### src/rtl/seg7_pkg.sv
// rtl/seg7_pkg.sv - segment width, blank code and active-low digit codes (a..g, a first)
package seg7_pkg;

    localparam int SEG_W = 7;

    localparam logic [0:SEG_W-1] SEG_BLANK = 7'b1111111;

    localparam logic [0:SEG_W-1] SEG_0 = 7'b0000001;
    localparam logic [0:SEG_W-1] SEG_1 = 7'b1001111;
    localparam logic [0:SEG_W-1] SEG_2 = 7'b0010010;
    localparam logic [0:SEG_W-1] SEG_3 = 7'b0000110;
    localparam logic [0:SEG_W-1] SEG_4 = 7'b1001100;
    localparam logic [0:SEG_W-1] SEG_5 = 7'b0100100;
    localparam logic [0:SEG_W-1] SEG_6 = 7'b1100000;
    localparam logic [0:SEG_W-1] SEG_7 = 7'b0001111;
    localparam logic [0:SEG_W-1] SEG_8 = 7'b0000000;
    localparam logic [0:SEG_W-1] SEG_9 = 7'b0001100;

endpackage

### src/rtl/seg7_decode.sv
// rtl/seg7_decode.sv - BCD nibble to active-low segment pattern; non-BCD codes blank
module seg7_decode
    import seg7_pkg::*;
(
    input  logic [3:0]         bcd,
    output logic [0:SEG_W-1]   seg_n
);

    always_comb begin
        seg_n = SEG_BLANK;
        case (bcd)
            4'd0:    seg_n = SEG_0;
            4'd1:    seg_n = SEG_1;
            4'd2:    seg_n = SEG_2;
            4'd3:    seg_n = SEG_3;
            4'd4:    seg_n = SEG_4;
            4'd5:    seg_n = SEG_5;
            4'd6:    seg_n = SEG_6;
            4'd7:    seg_n = SEG_7;
            4'd8:    seg_n = SEG_8;
            4'd9:    seg_n = SEG_9;
            default: seg_n = SEG_BLANK;
        endcase
    end

endmodule

### src/rtl/seg7_scan_driver.sv
// rtl/seg7_scan_driver.sv - multiplexed 7-segment scanner with frame-aligned load handshake
// Optional leading-zero blanking when SEG7_LZB_EN is defined.
module seg7_scan_driver
    import seg7_pkg::*;
#(
    parameter int NUM_DIGITS  = 4,
    parameter int REFRESH_DIV = 50000
) (
    input  logic                    clk,
    input  logic                    rst_n,
    input  logic [4*NUM_DIGITS-1:0] load_data,
    input  logic [NUM_DIGITS-1:0]   load_dp,
    input  logic                    load_valid,
    output logic                    load_ready,
    output logic [0:SEG_W-1]        seg,
    output logic                    dp_n,
    output logic [NUM_DIGITS-1:0]   an,
    output logic                    frame_start
);

    localparam int PW = (REFRESH_DIV > 1) ? $clog2(REFRESH_DIV) : 1;
    localparam int IW = $clog2(NUM_DIGITS);
    localparam logic [PW-1:0] PRESC_LAST = PW'(REFRESH_DIV - 1);
    localparam logic [IW-1:0] IDX_LAST   = IW'(NUM_DIGITS - 1);

    logic [PW-1:0]           presc_q, presc_d;
    logic [IW-1:0]           idx_q, idx_d;
    logic [4*NUM_DIGITS-1:0] disp_q, disp_d;
    logic [NUM_DIGITS-1:0]   disp_dp_q, disp_dp_d;
    logic [4*NUM_DIGITS-1:0] pend_q, pend_d;
    logic [NUM_DIGITS-1:0]   pend_dp_q, pend_dp_d;
    logic                    pend_vld_q, pend_vld_d;
    logic [0:SEG_W-1]        seg_q, seg_d;
    logic                    dp_n_q, dp_n_d;
    logic [NUM_DIGITS-1:0]   an_q, an_d;
    logic                    frame_start_q, frame_start_d;

    logic                    tick;
    logic                    wrap;
    logic                    accept;
    logic [3:0]              sel_nibble;
    logic [0:SEG_W-1]        dec_seg;

    always_comb begin
        tick    = (presc_q == PRESC_LAST);
        presc_d = tick ? '0 : presc_q + 1'b1;
        wrap    = tick && (idx_q == IDX_LAST);
        idx_d   = idx_q;
        if (tick) begin
            idx_d = wrap ? '0 : idx_q + 1'b1;
        end

        // Transfer uses the pending flag from before this edge, so a load
        // accepted on a wrap tick waits for the following wrap.
        accept     = load_valid && !pend_vld_q;
        disp_d     = disp_q;
        disp_dp_d  = disp_dp_q;
        pend_d     = pend_q;
        pend_dp_d  = pend_dp_q;
        pend_vld_d = pend_vld_q;
        if (wrap && pend_vld_q) begin
            disp_d     = pend_q;
            disp_dp_d  = pend_dp_q;
            pend_vld_d = 1'b0;
        end
        if (accept) begin
            pend_d     = load_data;
            pend_dp_d  = load_dp;
            pend_vld_d = 1'b1;
        end
    end

    // Decode the digit about to be lit from the post-edge display contents.
    assign sel_nibble = disp_d[{idx_d, 2'b00} +: 4];

    seg7_decode u_decode (
        .bcd   (sel_nibble),
        .seg_n (dec_seg)
    );

    always_comb begin
        seg_d         = seg_q;
        dp_n_d        = dp_n_q;
        an_d          = an_q;
        frame_start_d = 1'b0;
        if (tick) begin
            an_d          = ~(NUM_DIGITS'(1) << idx_d);
            seg_d         = dec_seg;
            dp_n_d        = ~disp_dp_d[idx_d];
            frame_start_d = wrap;
`ifdef SEG7_LZB_EN
            if ((idx_d != '0) && !disp_dp_d[idx_d]
                && ((disp_d >> {idx_d, 2'b00}) == '0)) begin
                seg_d  = SEG_BLANK;
                dp_n_d = 1'b1;
            end
`endif
        end
    end

    always_ff @(posedge clk) begin
        if (!rst_n) begin
            presc_q       <= '0;
            idx_q         <= IDX_LAST;
            disp_q        <= '0;
            disp_dp_q     <= '0;
            pend_q        <= '0;
            pend_dp_q     <= '0;
            pend_vld_q    <= 1'b0;
            seg_q         <= SEG_BLANK;
            dp_n_q        <= 1'b1;
            an_q          <= '1;
            frame_start_q <= 1'b0;
        end else begin
            presc_q       <= presc_d;
            idx_q         <= idx_d;
            disp_q        <= disp_d;
            disp_dp_q     <= disp_dp_d;
            pend_q        <= pend_d;
            pend_dp_q     <= pend_dp_d;
            pend_vld_q    <= pend_vld_d;
            seg_q         <= seg_d;
            dp_n_q        <= dp_n_d;
            an_q          <= an_d;
            frame_start_q <= frame_start_d;
        end
    end

    assign load_ready  = !pend_vld_q;
    assign seg         = seg_q;
    assign dp_n        = dp_n_q;
    assign an          = an_q;
    assign frame_start = frame_start_q;

endmodule

### config.mk
export PLATFORM = sky130hd
export DESIGN_NAME = seg7_scan_driver
export DESIGN_NICKNAME = d
export VERILOG_FILES = /design/src/rtl/seg7_pkg.sv /design/src/rtl/seg7_decode.sv /design/src/rtl/seg7_scan_driver.sv
export SDC_FILE = /design/constraint.sdc
export NUM_CORES = 1
export LEC_CHECK = 0
export CORE_MARGIN = 4
export CORE_UTILIZATION = 55
export CTS_CLUSTER_SIZE = 30
export DETAILED_ROUTE_END_ITERATION = 7
export GPL_TIMING_DRIVEN = 1
export MAX_ROUTING_LAYER = met4
export PLACE_DENSITY = 0.87
export SKIP_LAST_GASP = 1
export SLEW_MARGIN = 20
export SYNTH_ARGS = -nofsm -noshare
export SYNTH_HDL_FRONTEND = slang
export SYNTH_SLANG_ARGS = --single-unit
### constraint.sdc
create_clock -name clk -period 3.15 [get_ports clk]
set_input_delay 0.63 -clock clk [delete_from_list [all_inputs] [get_ports clk]]
set_output_delay 0.63 -clock clk [all_outputs]
set_load 0.05 [all_outputs]
Word-level counts from Yosys, hierarchy flattened
Memory sizes are Yosys's and may differ from the RTL's. A register that Yosys moved wholly into a read port is not among the register bits.
Cells that the tools add are included.

storage, ports and cells
  register bits after elaboration = 65
  ROM bits = 112
  bits of input ports = 23
  output and inout bits = 14
  memories kept = 1

cells by class
  add/sub/neg operators = 2
  $lt $le $gt $ge = 1
  equal/unequal tests = 2
  shift operators = 2
  mux-type cells = 8
  bitwise gates (word level) = 3
  reduce and logical (&&, ||, !) cells = 8

memory list
  memory           depth  bits a word  read ports  clocked after memory_dff  write ports  RTL line           source
  (no name shown)  16     7            1           1                         0            seg7_decode.sv:11  case (bcd)

operator list
  cell                                                 count
  adder 16 x 1 -> 16 bit (second input constant)       1
  equality test 16 bit (second input constant)         1
  2-to-1 mux 16 bit                                    1
  variable part select 16 x 5 -> 4 bit                 1
  2-to-1 mux 2 bit                                     2
  2-to-1 mux 4 bit                                     1
  NOT 4 bit                                            1
  left shift 1 x 2 -> 4 bit (first input constant)     1
  logical AND 1 bit                                    3
  < comparator 2 x 3 -> 1 bit (second input constant)  1
  2-to-1 mux 1 bit                                     3
  adder 2 x 1 -> 2 bit (second input constant)         1
  binary-select mux 1 bit (select 2 bit)               1
  equality test 2 bit (second input constant)          1
  zero test 1 bit                                      2
  NOT 1 bit                                            2
  AND reduction 2 bit                                  1
  nonzero test 2 bit                                   1
  OR reduction 2 bit                                   1

Longest topological paths before layout
  depth in word-level cells = 7
  gate-level depth with buffers = 14
  depth with buffers taken out = 11

By module
A second synthesis with hierarchy kept.

second synthesis, totals
  cells, all modules = 401
  area total of the unflattened synthesis = 3350.7 um2

by module, submodules not included
  module            instances  cells an instance  area an instance (um2)  seq. area each (um2)
  seg7_scan_driver  1          367                3126.7                  1441.4
  seg7_decode       1          34                 224.0                   0.0

Least setup slack after synthesis
OpenSTA, ideal clock, no wires.

  path type = reg2reg
  from = register idx_q[0]
  to = register seg_q, in the netlist seg[0]
  setup time = 0.115 ns
  arrival time = 2.558 ns
  data required time = 3.035 ns
  slack = 0.477 ns
  cell stages (with the launch flop) = 13
  buffers on the path = 2
  clock period less this slack = 2.673 ns
  cells stage by stage = dfxtp_1 ha_1 clkbuf_1 clkbuf_1 mux2i_1 nand2_1 o21ai_0 o22a_1 inv_1 ha_1 nor3_1 a221oi_1 o21a_1

between the ends
  cells in the longest elaborated chain, start to end = 5
  elaborated cells between the ends (all ways) = 8
  those cells by class = add/sub (1); eq/ne (1); shift (1); mux (3); reduce/logical (2)

ends and longest elaborated chain
  item                                                                          RTL line                 source
  start: declaration                                                            seg7_scan_driver.sv:27   logic [IW-1:0] idx_q, idx_d;
  start signal: assignment                                                      seg7_scan_driver.sv:116  idx_q <= idx_d;
  parallel branches: the longest is 4 deep, another holds adder 2 x 1 -> 2 bit  -
  variable part select 16 x 5 -> 4 bit (*)                                      seg7_scan_driver.sv:74   assign sel_nibble = disp_d[{idx_d, 2'b00} +: 4];
  end: declaration                                                              seg7_scan_driver.sv:33   logic [0:SEG_W-1] seg_q, seg_d;

Every way passes the cells marked *.
A chain may end at the register's enable or synchronous reset.

Worst setup path after layout
  from = register presc_q[0]
  to = register seg_q, in the netlist seg[0]

between the ends
  cells in the longest elaborated chain, start to end = 5
  elaborated cells between the ends (all ways) = 7
  those cells by class = eq/ne (1); shift (1); mux (3); reduce/logical (2)

ends and longest elaborated chain
  item                                                   RTL line                                        source
  start: declaration                                     seg7_scan_driver.sv:26                          logic [PW-1:0] presc_q, presc_d;
  start signal: assignment                               seg7_scan_driver.sv:115                         presc_q <= presc_d;
  equality test 16 bit (*)                               seg7_scan_driver.sv:45                          tick = (presc_q == PRESC_LAST);
  logical AND 1 bit                                      seg7_scan_driver.sv:47                          wrap = tick && (idx_q == IDX_LAST);
  2-to-1 mux 2 bit or logical AND 1 bit (tied branches)  seg7_scan_driver.sv:50, seg7_scan_driver.sv:61
  2-to-1 mux 2 bit or 2-to-1 mux 16 bit (tied branches)  seg7_scan_driver.sv:49, seg7_scan_driver.sv:61
  variable part select 16 x 5 -> 4 bit                   seg7_scan_driver.sv:74

Every way passes the cells marked *; elsewhere a longest branch is shown, timed or not.

==> summary.txt <==
Floorplan
  – Cell row count: 28
  – Die area: 7400 µm²
  – Boundary Pins: 37
  – Die height: 86.03 µm
  – Core footprint: 5921 µm²
  – Chip Width: 86.03 µm
  – Effective utilization at floorplan: 56.55%

Final layout
  – Core occupancy in the finished layout: 68.03%
  – P&R area growth vs syn: 20.29%
  – Leading cell types in the layout, fill and taps excluded: 100 x sky130_fd_sc_hd__nand2_1, 72 x sky130_fd_sc_hd__dfxtp_1, 46 x sky130_fd_sc_hd__a21oi_1, 36 x sky130_fd_sc_hd__clkdlybuf4s50_1, 33 x sky130_fd_sc_hd__nor2_1
  – Summed area of non-filler cells in the final layout: 4028 µm²
  – Commonest non-fill, non-tap cell in the layout: sky130_fd_sc_hd__nand2_1
  – Proportion of layout cells with a drive suffix above 1: 11.26%
  – Antenna diode count: 0
  – Final net count: 469

Critical path
  – Capturing element type of the critical path: register
  – Endpoint arrival time on the critical path: 3.12 ns
  – Series of cell instances along the critical path: ha_1 -> and3_1 -> and4_2 -> a211oi_1 -> a211oi_1 -> o22a_2 -> inv_1 -> ha_1 -> nor3_1 -> a221oi_1 -> o21a_1
  – Peak per-stage delay on the critical path: 0.44 ns
  – Critical path depth in cells: 11
  – Cell family with most CP delay: simple AND/OR/NAND/NOR gates
  – Number of buffer and inverter instances along the worst setup path: 1
  – Slowest CP cell: sky130_fd_sc_hd__and4_2
  – Kind of start point of the critical path: register
  – Crit Path Class: reg -> reg
  – Largest fanout of any net on the critical path: 11
  – Worst-case reg-to-reg path depth: 11
  – Crit path required time: 3.39 ns

Yosys
  – Basic-gate share of the synthesized area counting and, or, nand and nor cells: 23.51%
  – Largest family of logic cells by synthesized area: simple AND/OR/NAND/NOR gates
  – Count of flip-flops with a built-in enable after synthesis: 0
  – #FFs+latches synth: 72
  – Post-synthesis instance area: 3348 µm²
  – Xor-xnor portion of the synthesized cell area: 3.401%
  – Number of distinct standard cells referenced by the synthesized netlist: 52
  – Share of synthesized flip-flops with an asynchronous set or reset: 0%
  – Gate count of the mapped netlist: 402
  – Compound-gate portion of the synthesized area: 14.99%
  – Yosys warning count: 0
  – Post-Syn Nets: 432
  – Seq/Total Area, Yosys: 43.05%
  – Fraction of synthesized area in multiplexers: 8.221%
  – Average size of a mapped cell: 8.329 µm²
  – Adder-Cell Fraction of Synth Area: 2.616%
  – Flip-flop cell with the highest count after synthesis: sky130_fd_sc_hd__dfxtp_1

Min path
  – Worst hold path stage count: 2
  – Hold crit path type: reg -> reg

Clock tree
  – # H-tree levels: 3
  – CTS-repair resized insts: 0
  – Clock Latency Late Sink: 0.34 ns
  – TritonCTS buffer count: 9
  – CTS tree: yes
  – Clock slew at the register clock pins of the worst setup and hold paths: 0.07 ns
  – Setup fix buffers added after clock tree synthesis: 0
  – TritonCTS Sinks: 72
  – Hold buffers post-CTS: 0
  – CTS Root Buffer Type: sky130_fd_sc_hd__clkbuf_8
  – CTS max path bufs: 2

Global routing
  – Number of global-route vias before repair: 2754
  – Total overflow reported by the global router: 0
  – Wire length of the first global-routing pass: 12.57 mm
  – Largest net degree at the start of global routing: 42
  – Antenna violations before repair: 0
  – GRT Overall Usage: 21.81%

Timing
  – Max-Slew Margin vs Limit: 58.77%
  – Top achievable clock speed: 346.1 MHz
  – Clock Skew: 0.005313 ns
  – Number of slew-limit violations in the final report: 0
  – Setup repair after global routing missed its margin: no
  – Post-route setup TNS: 0 ns
  – Post-route worst setup slack: 0.2608 ns
  – Share of the cycle needed by the critical path after routing: 91.72%
  – Worst-margin pin slew: 0.6169 ns
  – Setup Viol. Count Final: 0
  – Tmin final: 2.889 ns
  – Hold Violations, Final: 0

Place
  – Total of buffers placed on input and output ports: 36
  – Placement-stage cell area: 3804 µm²
  – Placed wire-length estimate: 5.398 mm
  – Placement Setup Slack: 0.1552 ns
  – Last weighted congestion value of the routability-driven placer: 0.9284

Run
  – Number of maximum-capacitance constraint violations: 0

Drt
  – Detailed-route wire length per cell: 14.31 µm
  – Residual antenna-violating net count after detailed routing: 0
  – Via-to-Cell Ratio: 5.570
  – Violation count after the first detailed-routing iteration: 238
  – Drc violations: 0
  – Total wire length: 7.426 mm
  – Vias post-DR: 2891
  – Router iterations before antenna repair: 4

Power
  – Peak supply drop: 315.7 µV
  – Static Leakage: 1.499 nW
  – Power density normalized to cell area: 458.1 nW/µm²

Outcome
  – Result of the run: finished, final reports clean
==> registers in the layout, indices dropped and copies added (netlist names) <==
signal / flops
seg: 7
presc_q: 16
pend_q: 16
dp_n: 1
disp_q: 16
frame_start: 1
idx_q: 2
pend_dp_q: 4
disp_dp_q: 4
an: 4
pend_vld_q: 1
==> per-stage QoR <==
stage | hold WS (ns) | instances | power, mW
after global placement | 0.4388 | 503 | 1.066
final | 0.4527 | 519 | 1.845
after global routing | 0.4749 | 519 | 1.912
after CTS | 0.4559 | 519 | 1.860
after detailed placement | 0.4447 | 503 | 1.069
after floorplan | 0.4295 | 402 | 1.018
==> logic make-up after synthesis <==
family,Yosys count
buf+inv,33
simple gates,175
mux,20
compound gates,82
xor+xnor,13
flops,72
fa+ha+maj,7
==> synth_stat cells (6+ instances only) <==
| cell | instances | share of area [%] |
|---|---|---|
| sky130_fd_sc_hd__o21ai_0 | 9 | 1.3 |
| sky130_fd_sc_hd__and3_1 | 6 | 1.1 |
| sky130_fd_sc_hd__xor2_1 | 8 | 2.1 |
| sky130_fd_sc_hd__nor3_1 | 9 | 1.3 |
| sky130_fd_sc_hd__nor2_1 | 33 | 3.7 |
| sky130_fd_sc_hd__inv_1 | 7 | 0.78 |
| sky130_fd_sc_hd__dfxtp_1 | 72 | 43 |
| sky130_fd_sc_hd__clkbuf_1 | 20 | 2.2 |
| sky130_fd_sc_hd__mux2i_1 | 10 | 3.0 |
| sky130_fd_sc_hd__ha_1 | 7 | 2.6 |
| sky130_fd_sc_hd__a21oi_1 | 46 | 6.9 |
| sky130_fd_sc_hd__nand3_1 | 10 | 1.5 |
| sky130_fd_sc_hd__nand2_1 | 100 | 11 |
| sky130_fd_sc_hd__a211oi_1 | 6 | 1.3 |
==> power breakdown <==
part           switching [mW]  total [mW]  leakage (nW)  internal, mW
logic                  0.0541       0.105         0.807        0.0513
registers              0.0153       0.944         0.584         0.929
clock network           0.328       0.796         0.108         0.468
total                   0.398        1.85          1.50          1.45
==> worst register-to-register path, stage by stage (launching register included) <==
cell                       delay (ns)
sky130_fd_sc_hd__dfxtp_1         0.38
sky130_fd_sc_hd__ha_1            0.21
sky130_fd_sc_hd__and3_1          0.32
sky130_fd_sc_hd__and4_2          0.44
sky130_fd_sc_hd__a211oi_1        0.13
sky130_fd_sc_hd__a211oi_1        0.26
sky130_fd_sc_hd__o22a_2          0.25
sky130_fd_sc_hd__inv_1           0.09
sky130_fd_sc_hd__ha_1            0.21
sky130_fd_sc_hd__nor3_1          0.21
sky130_fd_sc_hd__a221oi_1        0.08
sky130_fd_sc_hd__o21a_1          0.20
==> worst paths after layout <==
kind	from	end	slack, ns
max	presc_q[0]	seg[0]	0.26
min reg2reg	disp_q[4]	disp_q[4]	0.45
min	disp_q[4]	disp_q[4]	0.45
max reg2reg	presc_q[0]	seg[0]	0.26
==> area by class of cell <==
class / instances / area (µm²)
Clock buffer: 13 / 148.9
Clock inverter: 3 / 65.06
Fill cell: 488 / 1893
Inverter: 8 / 30.03
Multi-Input combinational cell: 297 / 1775
Sequential cell: 72 / 1441
Tap cell: 75 / 93.84
Timing Repair Buffer: 51 / 473.0
==> metal layers <==
metal	global-route usage, %	part of all wire (%)
met1	26.91	46
met3	3.939	4.7
met2	35.18	47
met5	-	0
met4	8.921	2.2
(Power assumes the default switching activity.)
